**config.mk**
```make
export PLATFORM = sky130hd
export DESIGN_NAME = braid_mix_scheduler
export DESIGN_NICKNAME = d
export VERILOG_FILES = /design/src/rtl/braid_sched_pkg.sv /design/src/rtl/braid_rr_arbiter.sv /design/src/rtl/braid_mix_scheduler.sv
export SDC_FILE = /design/constraint.sdc
export NUM_CORES = 1
export LEC_CHECK = 0
export BUFFER_PORTS_ARGS = -buffer_cell sky130_fd_sc_hd__buf_2
export CAP_MARGIN = 20
export CORE_ASPECT_RATIO = 0.6
export CORE_UTILIZATION = 55
export DETAILED_ROUTE_END_ITERATION = 10
export PLACE_DENSITY = 0.78
export SLEW_MARGIN = 10
export SYNTH_ARGS = -nofsm -noshare
export SYNTH_HDL_FRONTEND = slang
export SYNTH_SLANG_ARGS = --single-unit
```
**constraint.sdc**
```tcl
create_clock -name clk -period 3.8 [get_ports clk]
set_input_delay 0.76 -clock clk [delete_from_list [all_inputs] [get_ports clk]]
set_output_delay 0.76 -clock clk [all_outputs]
set_load 0.05 [all_outputs]
```
**src/rtl/braid_sched_pkg.sv**
```systemverilog
// +----------------------------------------------------------------------------+
// | braid_sched_pkg                                                            |
// | Shared state encoding and defaults for the braid mix scheduler.            |
// | Revision: 1.0                                                              |
// +----------------------------------------------------------------------------+
`default_nettype none

package braid_sched_pkg;

  localparam int DEF_LANES      = 4;
  localparam int DEF_STAGES     = 32;
  localparam int DEF_MIX_CYCLES = 16;
  localparam int CNT_W          = 16;

  typedef enum logic [2:0] {
    ST_IDLE    = 3'd0,
    ST_LOAD    = 3'd1,
    ST_MIX     = 3'd2,
    ST_ADVANCE = 3'd3,
    ST_DONE    = 3'd4
  } state_t;

endpackage

`default_nettype wire

```
**src/rtl/braid_rr_arbiter.sv**
```systemverilog
// +----------------------------------------------------------------------------+
// | braid_rr_arbiter                                                           |
// | Round-robin pick of one requesting, not-yet-loaded lane, starting at ptr.  |
// | Revision: 1.0                                                              |
// +----------------------------------------------------------------------------+
`default_nettype none

module braid_rr_arbiter
  import braid_sched_pkg::*;
#(
  parameter int  LANES = DEF_LANES,
  localparam int PW    = (LANES > 1) ? $clog2(LANES) : 1
) (
  input  logic [LANES-1:0] req,
  input  logic [LANES-1:0] mask,
  input  logic [PW-1:0]    ptr,
  output logic [LANES-1:0] grant
);

  logic          found;
  logic [PW:0]   sum;
  logic [PW-1:0] idx;

  // Scan lanes in the order ptr, ptr+1, ... wrapping at LANES.
  always_comb begin
    grant = '0;
    found = 1'b0;
    sum   = '0;
    idx   = '0;
    for (int i = 0; i < LANES; i++) begin
      sum = {1'b0, ptr} + (PW+1)'(i);
      if (sum >= (PW+1)'(LANES)) sum = sum - (PW+1)'(LANES);
      idx = sum[PW-1:0];
      if (!found && req[idx] && !mask[idx]) begin
        grant[idx] = 1'b1;
        found      = 1'b1;
      end
    end
  end

endmodule

`default_nettype wire

```
**src/rtl/braid_mix_scheduler.sv**
```systemverilog
// +----------------------------------------------------------------------------+
// | braid_mix_scheduler                                                        |
// | Loads every braid lane once, then sequences STAGES mixer stages.           |
// | Optional run-cycle counter enabled by BRAID_SCHED_PERF_EN.                 |
// | Revision: 1.0                                                              |
// +----------------------------------------------------------------------------+
`default_nettype none

module braid_mix_scheduler
  import braid_sched_pkg::*;
#(
  parameter int  LANES      = DEF_LANES,
  parameter int  STAGES     = DEF_STAGES,
  parameter int  MIX_CYCLES = DEF_MIX_CYCLES,
  localparam int SW         = (STAGES > 1) ? $clog2(STAGES) : 1,
  localparam int PW         = (LANES > 1) ? $clog2(LANES) : 1
) (
  input  logic             clk,
  input  logic             rst_n,
  input  logic             start,
  input  logic             abort,
  input  logic [LANES-1:0] load_req,
  output logic [LANES-1:0] load_gnt,
  output logic             mix_en,
  output logic             step,
  output logic [SW-1:0]    stage_idx,
  output logic             busy,
  output logic             done
`ifdef BRAID_SCHED_PERF_EN
  ,
  output logic [CNT_W-1:0] run_cycles
`endif
);

  localparam logic [CNT_W-1:0] MIX_RELOAD = CNT_W'(MIX_CYCLES - 1);
  localparam logic [SW-1:0]    LAST_STAGE = SW'(STAGES - 1);

  state_t           state;
  logic [LANES-1:0] loaded;
  logic [PW-1:0]    ptr;
  logic [PW-1:0]    ptr_next;
  logic [CNT_W-1:0] mix_cnt;
  logic [LANES-1:0] grant;

  braid_rr_arbiter #(.LANES(LANES)) u_arb (
    .req   (load_req),
    .mask  (loaded),
    .ptr   (ptr),
    .grant (grant)
  );

  // Pointer moves to the lane just after the one granted.
  always_comb begin
    ptr_next = ptr;
    for (int i = 0; i < LANES; i++) begin
      if (grant[i]) ptr_next = (i == LANES - 1) ? '0 : PW'(i + 1);
    end
  end

  always_ff @(posedge clk or negedge rst_n) begin
    if (!rst_n) begin
      state     <= ST_IDLE;
      loaded    <= '0;
      ptr       <= '0;
      mix_cnt   <= '0;
      load_gnt  <= '0;
      mix_en    <= 1'b0;
      step      <= 1'b0;
      stage_idx <= '0;
      busy      <= 1'b0;
      done      <= 1'b0;
    end else begin
      load_gnt <= '0;
      step     <= 1'b0;
      done     <= 1'b0;
      if (abort) begin
        state     <= ST_IDLE;
        loaded    <= '0;
        mix_cnt   <= '0;
        mix_en    <= 1'b0;
        stage_idx <= '0;
        busy      <= 1'b0;
      end else begin
        unique case (state)
          ST_IDLE: begin
            if (start) begin
              state     <= ST_LOAD;
              loaded    <= '0;
              stage_idx <= '0;
              busy      <= 1'b1;
            end
          end
          ST_LOAD: begin
            if (&loaded) begin
              state   <= ST_MIX;
              mix_en  <= 1'b1;
              mix_cnt <= MIX_RELOAD;
            end else if (|grant) begin
              load_gnt <= grant;
              loaded   <= loaded | grant;
              ptr      <= ptr_next;
            end
          end
          ST_MIX: begin
            if (mix_cnt == '0) begin
              state  <= ST_ADVANCE;
              mix_en <= 1'b0;
              step   <= 1'b1;
            end else begin
              mix_cnt <= mix_cnt - 1'b1;
            end
          end
          ST_ADVANCE: begin
            if (stage_idx < LAST_STAGE) begin
              stage_idx <= stage_idx + 1'b1;
              state     <= ST_MIX;
              mix_en    <= 1'b1;
              mix_cnt   <= MIX_RELOAD;
            end else begin
              state <= ST_DONE;
              done  <= 1'b1;
            end
          end
          ST_DONE: begin
            state     <= ST_IDLE;
            stage_idx <= '0;
            loaded    <= '0;
            busy      <= 1'b0;
          end
          default: state <= ST_IDLE;
        endcase
      end
    end
  end

`ifdef BRAID_SCHED_PERF_EN
  // Counts every non-idle cycle of the latest run; frozen once back in IDLE.
  always_ff @(posedge clk or negedge rst_n) begin
    if (!rst_n) begin
      run_cycles <= '0;
    end else if (state == ST_IDLE) begin
      if (start && !abort) run_cycles <= '0;
    end else if (run_cycles != '1) begin
      run_cycles <= run_cycles + 1'b1;
    end
  end
`endif

endmodule

`default_nettype wire

```
==> flow_summary.ini, run 1 <==
[routing]
dr_total_vias = 1849
drt-total-wl_mm = 4.833
drt_pass1_iterations = 9
drt_iter0_markers = 197
detail_route.vias_per_cell = 6.123
drc_errors = 2
ant_nets = 0
wl_per_cell_um = 16.00

[synth]
syn_nets = 252
avgSynthCellArea_sq_um = 9.480
synth-seq-cells = 38
synth.cell_area_sq_mm = 0.002218
synth-async-reset-ratio = 1.000
ys.flop_type = dfrtp_1
yosys_warnings = 0
synth_cell_types = 45
yosysSeqAreaShare = 0.4287
synth_cells = 234
synth_edf_count = 0

[setup_path]
crit_fanout = 13
cpPeakStageDelay_ns = 0.60
critPathArrivalTime_ns = 3.27
start_kind = flop
r2r_start = ptr[0]
end_kind = flop
crit_slowest_cell = dfrtp_1
startpoint = ptr[0]
crit_buf_inv = 1
worst-r2r-setup-slack_ns = 0.71
cp.required_ns = 3.97
setup.worst_path.end = ptr[1]
reg2reg_depth = 8
crit_family = compound AO/OA/AOI/OAI gates
cp.depth = 8
timing.rr.end = ptr[1]
path_class = flop to flop
crit_chain = inv_1 -> ha_1 -> or3_1 -> a2111oi_2 -> a221o_1 -> a221oi_1 -> a21o_1 -> a32o_1

[sta]
tightest_slew_ns = 0.9221
setup_viol = 0
max_freq_ghz = 0.3233
fin_crit_ns = 3.094
tns_ns = 0
fin_crit_sh = 0.8141
hold_viol = 0
slew_headroom = 0.3852
fin_skew_ns = 0.006066
rsz0062_at_grt = no
slew_violations = 0

[cts]
postCtsHoldBufs = 0
cts.path.max_buffers = 2
clk_pin_slew_ns = 0.07
cts_max_level = 2
worst_skew_pair.late_latency_ns = 0.29
cts_tree = yes
cts_buffers = 5
postCtsSetupBuffers = 0
clock-root-buffer = clkbuf_8
cts.sinks = 38
cts-resized-gates = 0

[global_routing]
met3_usage = 0.06300
grt_pass1_wl_mm = 8.052
use_met2 = 0.3265
top_usage_layer = met1
use_met1 = 0.3895
grtUsageTotal = 0.2476
grt_overflow = 0
grt_pass1_vias = 1625
antenna_found_initial = 0
grt_max_degree = 39

[floorplan]
rows = 17
initial_core_util = 0.5892
io_pins = 21
die-area_sq_mm = 0.004300
die_w_um = 83.99
die_y_um = 51.20
core_area_sq_mm = 0.003765

[run_status]
violations = DRC
status = complete, but fails checks

[pwr]
switching_share = 0.4020
p_int_uw = 921.5
combPwrFrac = 0.432
irDropWorstVdd_v = 0.0002413
p_leak_nw = 1.106
netSwitchingPower_uw = 619.4
powerDensity_mw_per_mm2 = 627.4
p_seq_frac = 0.355
p_clk_frac = 0.214

[placed_design]
finalWeightedCongestion = 0.9948
numPortBuffers = 20
hpwl_mm = 3.416

[layout]
final_nets = 272
syn_to_final_growth_pct = 10.72
layout_commonest_cell = dfrtp_1
fin_util = 0.6524
nFillCells = 294
seqCellArea_sq_um = 950.9
mostFrequentLayoutCells = dfrtp_1, nor2_1, buf_2
multiInputGateArea_sq_mm = 0.001201
antenna-diode-count = 0
drive_above_1_share = 0.1529

[min_path]
hold_path.class = flop to flop

[run]
max-cap-violations = 0
[state kept, by name, summed over array words and instances, names as in the netlist]
signal     flops
stage_idx      5
mix_cnt       16
state          3
step           1
done           1
ptr            2
load_gnt       4
busy           1
loaded         4
mix_en         1
[Yosys cell counts (6+ instances only)]
cell,n,area share
inv_1,9,0.015
or3_1,7,0.020
nand2_1,9,0.015
nand2b_1,8,0.023
nand4_1,8,0.023
dfrtp_1,38,0.43
ha_1,10,0.056
nor3_1,18,0.041
nor2b_1,6,0.017
nor2_1,29,0.049
xnor2_1,9,0.036
a21oi_1,18,0.041
[final cells by class]
type	count	area share
Tap cell	47	0.02394
Sequential cell	38	0.3872
Timing Repair Buffer	20	0.04075
Clock buffer	7	0.03107
Multi-Input combinational cell	179	0.4890
Clock inverter	1	0.01223
Inverter	10	0.01579
[power by group through the flow]
| stage | Combinational (mW) | Sequential [mW] | Clock, mW |
|---|---|---|---|
| 3_3_place_gp | 0.633 | 0.549 | 0 |
| 4_1_cts | 0.647 | 0.543 | 0.336 |
| 2_1_floorplan | 0.492 | 0.547 | 0 |
| 6_report | 0.665 | 0.546 | 0.330 |
| 5_1_grt | 0.721 | 0.557 | 0.351 |
| 3_5_place_dp | 0.642 | 0.550 | 0 |
[worst min path at each step]
stage               depth (start not counted)    endpoint       start
floorplan                                   1  mix_cnt[6]  mix_cnt[6]
global placement                            1  mix_cnt[6]  mix_cnt[6]
detailed placement                          1  mix_cnt[6]  mix_cnt[6]
CTS                                         1  mix_cnt[6]  mix_cnt[6]
global route                                1  mix_cnt[6]  mix_cnt[6]
finish                                      1  mix_cnt[6]  mix_cnt[6]
[worst reg2reg max path, stage by stage, from the launching register on]
cell       delay (ns)
dfrtp_1          0.60
inv_1            0.25
ha_1             0.42
or3_1            0.40
a2111oi_2        0.57
a221o_1          0.24
a221oi_1         0.09
a21o_1           0.22
a32o_1           0.19
[metrics by stage]
stage                     instance area, sq um  total power, mW  hold slack (ns)  setup slack [ns]  std cells
final                                     2456            1.541           0.4867            0.7065        302
after global routing                      2456            1.629           0.5118            0.5252        302
after CTS                                 2456            1.526           0.4808            0.7583        302
after detailed placement                  2350            1.192           0.4652            0.7632        294
after global placement                    2350            1.182           0.4744            0.8807        294
after floorplan                           2218            1.040           0.4380             1.093        234
[layer usage]
metal	routed length, um	vias to the layer above
met1	2567	862
met4	67	0
li1	-	895
met5	0	-
met2	1838	82
met3	360	10
[logic make-up (layout without fill, tap and decap cells)]
group,after synthesis,in the layout,synth area share
xor gates and xnor gates,14,14,0.05527
DFF,38,38,0.4287
buffers and inverters,17,38,0.02989
muxes,4,4,0.02989
and+or+nand+nor,104,104,0.2510
adders and majority gates,10,10,0.05640
AOI/OAI and AO/OA,47,47,0.1489
No activity file was read; power rests on OpenSTA's default activity.
==> run 2, diff against run 1 <==
CORE_UTILIZATION = 53   (was 55)
clock period = 2.6 ns   (was 3.8 ns; I/O delays follow)
==> flow_summary.ini, run 2 (synthesis results as in run 1) <==
[routing]
drt-total-wl_mm = 5.240
wl_met3_um = 408
highest_layer = met4
ant_nets = 0
drc_errors = 0
wl_per_cell_um = 16.22
met2_wirelength_mm = 2.012
wl_met1_mm = 2.781
detail_route.vias_per_cell = 6.229
drt_iter0_markers = 161
drt_pass1_iterations = 4
dr_total_vias = 2012

[floorplan]
die-area_sq_mm = 0.004457
core_area_sq_mm = 0.003829
die_w_um = 85.52
die_y_um = 52.12
rows = 17
io_pins = 21
initial_core_util = 0.5794

[setup_path]
cpPeakStageDelay_ns = 0.52
startpoint = mix_cnt[1]
crit_slowest_cell = or4_4
crit_family = simple AND/OR/NAND/NOR gates
reg2reg_depth = 10
crit_fanout = 5
r2r_start = mix_cnt[1]
start_kind = flop
cp.required_ns = 2.74
setup.worst_path.end = mix_cnt[15]
end_kind = flop
timing.rr.end = mix_cnt[15]
critPathArrivalTime_ns = 2.72
crit_chain = inv_2 -> ha_2 -> or3b_4 -> or3_1 -> or4_4 -> buf_4 -> nand3_4 -> nor3_1 -> xnor2_1 -> nor2_1
crit_buf_inv = 2
worst-r2r-setup-slack_ns = 0.03
cp.depth = 10
path_class = flop to flop

[sta]
fin_crit_sh = 0.9888
tns_ns = 0
fin_crit_ns = 2.571
slew_headroom = 0.3946
fin_skew_ns = 0.006315
setup_viol = 0
rsz0062_at_grt = yes
max_freq_ghz = 0.3890
hold_viol = 0
layout_setup_ws_ns = 0.02901
whs_ns = 0.3263
slew_violations = 0
tightest_slew_ns = 0.9081

[layout]
antenna-diode-count = 0
nFillCells = 293
largest_register = mix_cnt
final_cells = 323
drive_above_1_share = 0.2536
largest_reg_flops = 16
mostFrequentLayoutCells = dfrtp_1, nor2_1, buf_4
final_nets = 295
layout_commonest_cell = dfrtp_1
syn_to_final_growth_pct = 19.40
top_regs = mix_cnt x16, stage_idx x5

[min_path]
hold_path.class = input port to async pin

[placed_design]
dp.cells = 309
hpwl_mm = 3.665
numPortBuffers = 20
finalWeightedCongestion = 0.8606
preCtsSetupSlack_ns = -0.08035

[cts]
clock-root-buffer = clkbuf_8
cts_max_level = 2
cts.path.max_buffers = 2
worst_skew_pair.late_latency_ns = 0.29
cts_buffers = 5
cts.sinks = 38
clk_pin_slew_ns = 0.07
cts_tree = yes

[pwr]
combPwrFrac = 0.516
powerDensity_mw_per_mm2 = 902.8
p_leak_nw = 1.216
p_seq_frac = 0.315
netSwitchingPower_uw = 966.8
p_clk_frac = 0.169
irDropWorstVdd_v = 0.0003928
p_int_mw = 1.425
switching_share = 0.4043

[global_routing]
grtUsageTotal = 0.2538
grt_overflow = 0
grt_pass1_vias = 1744
grt_max_degree = 39
antenna_found_initial = 0
grt_pass1_wl_mm = 8.535

[run_status]
status = completed

[run]
max-cap-violations = 0
==> run 2: changes by cell type in the layout (fill, tap and decap cells not counted), moves of 2 or more <==
cell      delta
clkbuf_1     -2
inv_1        -3
inv_2        +3
buf_4       +23
==> run 2: worst min-delay path by stage <==
| stage | start | end | slack [ns] | cells past startpoint |
|---|---|---|---|---|
| floorplan | rst_n | busy | 0.22 | 0 |
| global placement | mix_cnt[6] | mix_cnt[6] | 0.48 | 1 |
| detailed placement | mix_cnt[6] | mix_cnt[6] | 0.48 | 1 |
| CTS | rst_n | mix_cnt[3] | 0.36 | 1 |
| global route | rst_n | mix_cnt[15] | 0.40 | 1 |
| finish | rst_n | mix_cnt[5] | 0.33 | 1 |
==> run 2: repair_timing <==
| item | CTS | global route |
|---|---|---|
| gates resized for setup | 2 | 7 |
| hold buffers | 0 | 0 |
| pin swaps | 1 | 4 |
| endpoints found under the setup margin | 9 | 13 |
| setup buffers | 2 | 6 |
==> run 2: through the flow <==
| step | utilization | total power [mW] | instance area (sq um) |
|---|---|---|---|
| floorplan | - | 1.539 | 2233 |
| global placement | 0.6464 | 1.888 | 2475 |
| detailed placement | 0.6464 | 1.895 | 2475 |
| CTS | 0.6732 | 2.312 | 2577 |
| global route | 0.6918 | 2.538 | 2649 |
| finish | 0.6918 | 2.391 | 2649 |
==> run 2: power groups by stage <==
stage | logic, mW | registers [mW] | clock network [mW]
floorplan | 0.739 | 0.800 | 0
global placement | 1.13 | 0.759 | 0
detailed placement | 1.13 | 0.761 | 0
CTS | 1.15 | 0.749 | 0.408
global route | 1.34 | 0.763 | 0.432
finish | 1.23 | 0.754 | 0.404
==> run 2: layout make-up <==
type,count,area (sq um),area share
sequential,38,950.9,0.3590
timing repair buffer,43,272.8,0.1030
multi-input combinational,179,1245,0.4700
inverter,10,38.79,0.01464
tap,47,58.81,0.02220
clock buffer,6,82.58,0.03118
==> run 2: metal layers <==
layer	global-route usage	vias up
li1	-	945
met1	0.3951	975
met2	0.3387	85
met3	0.07460	7
met4	0.06111	0
met5	0	-
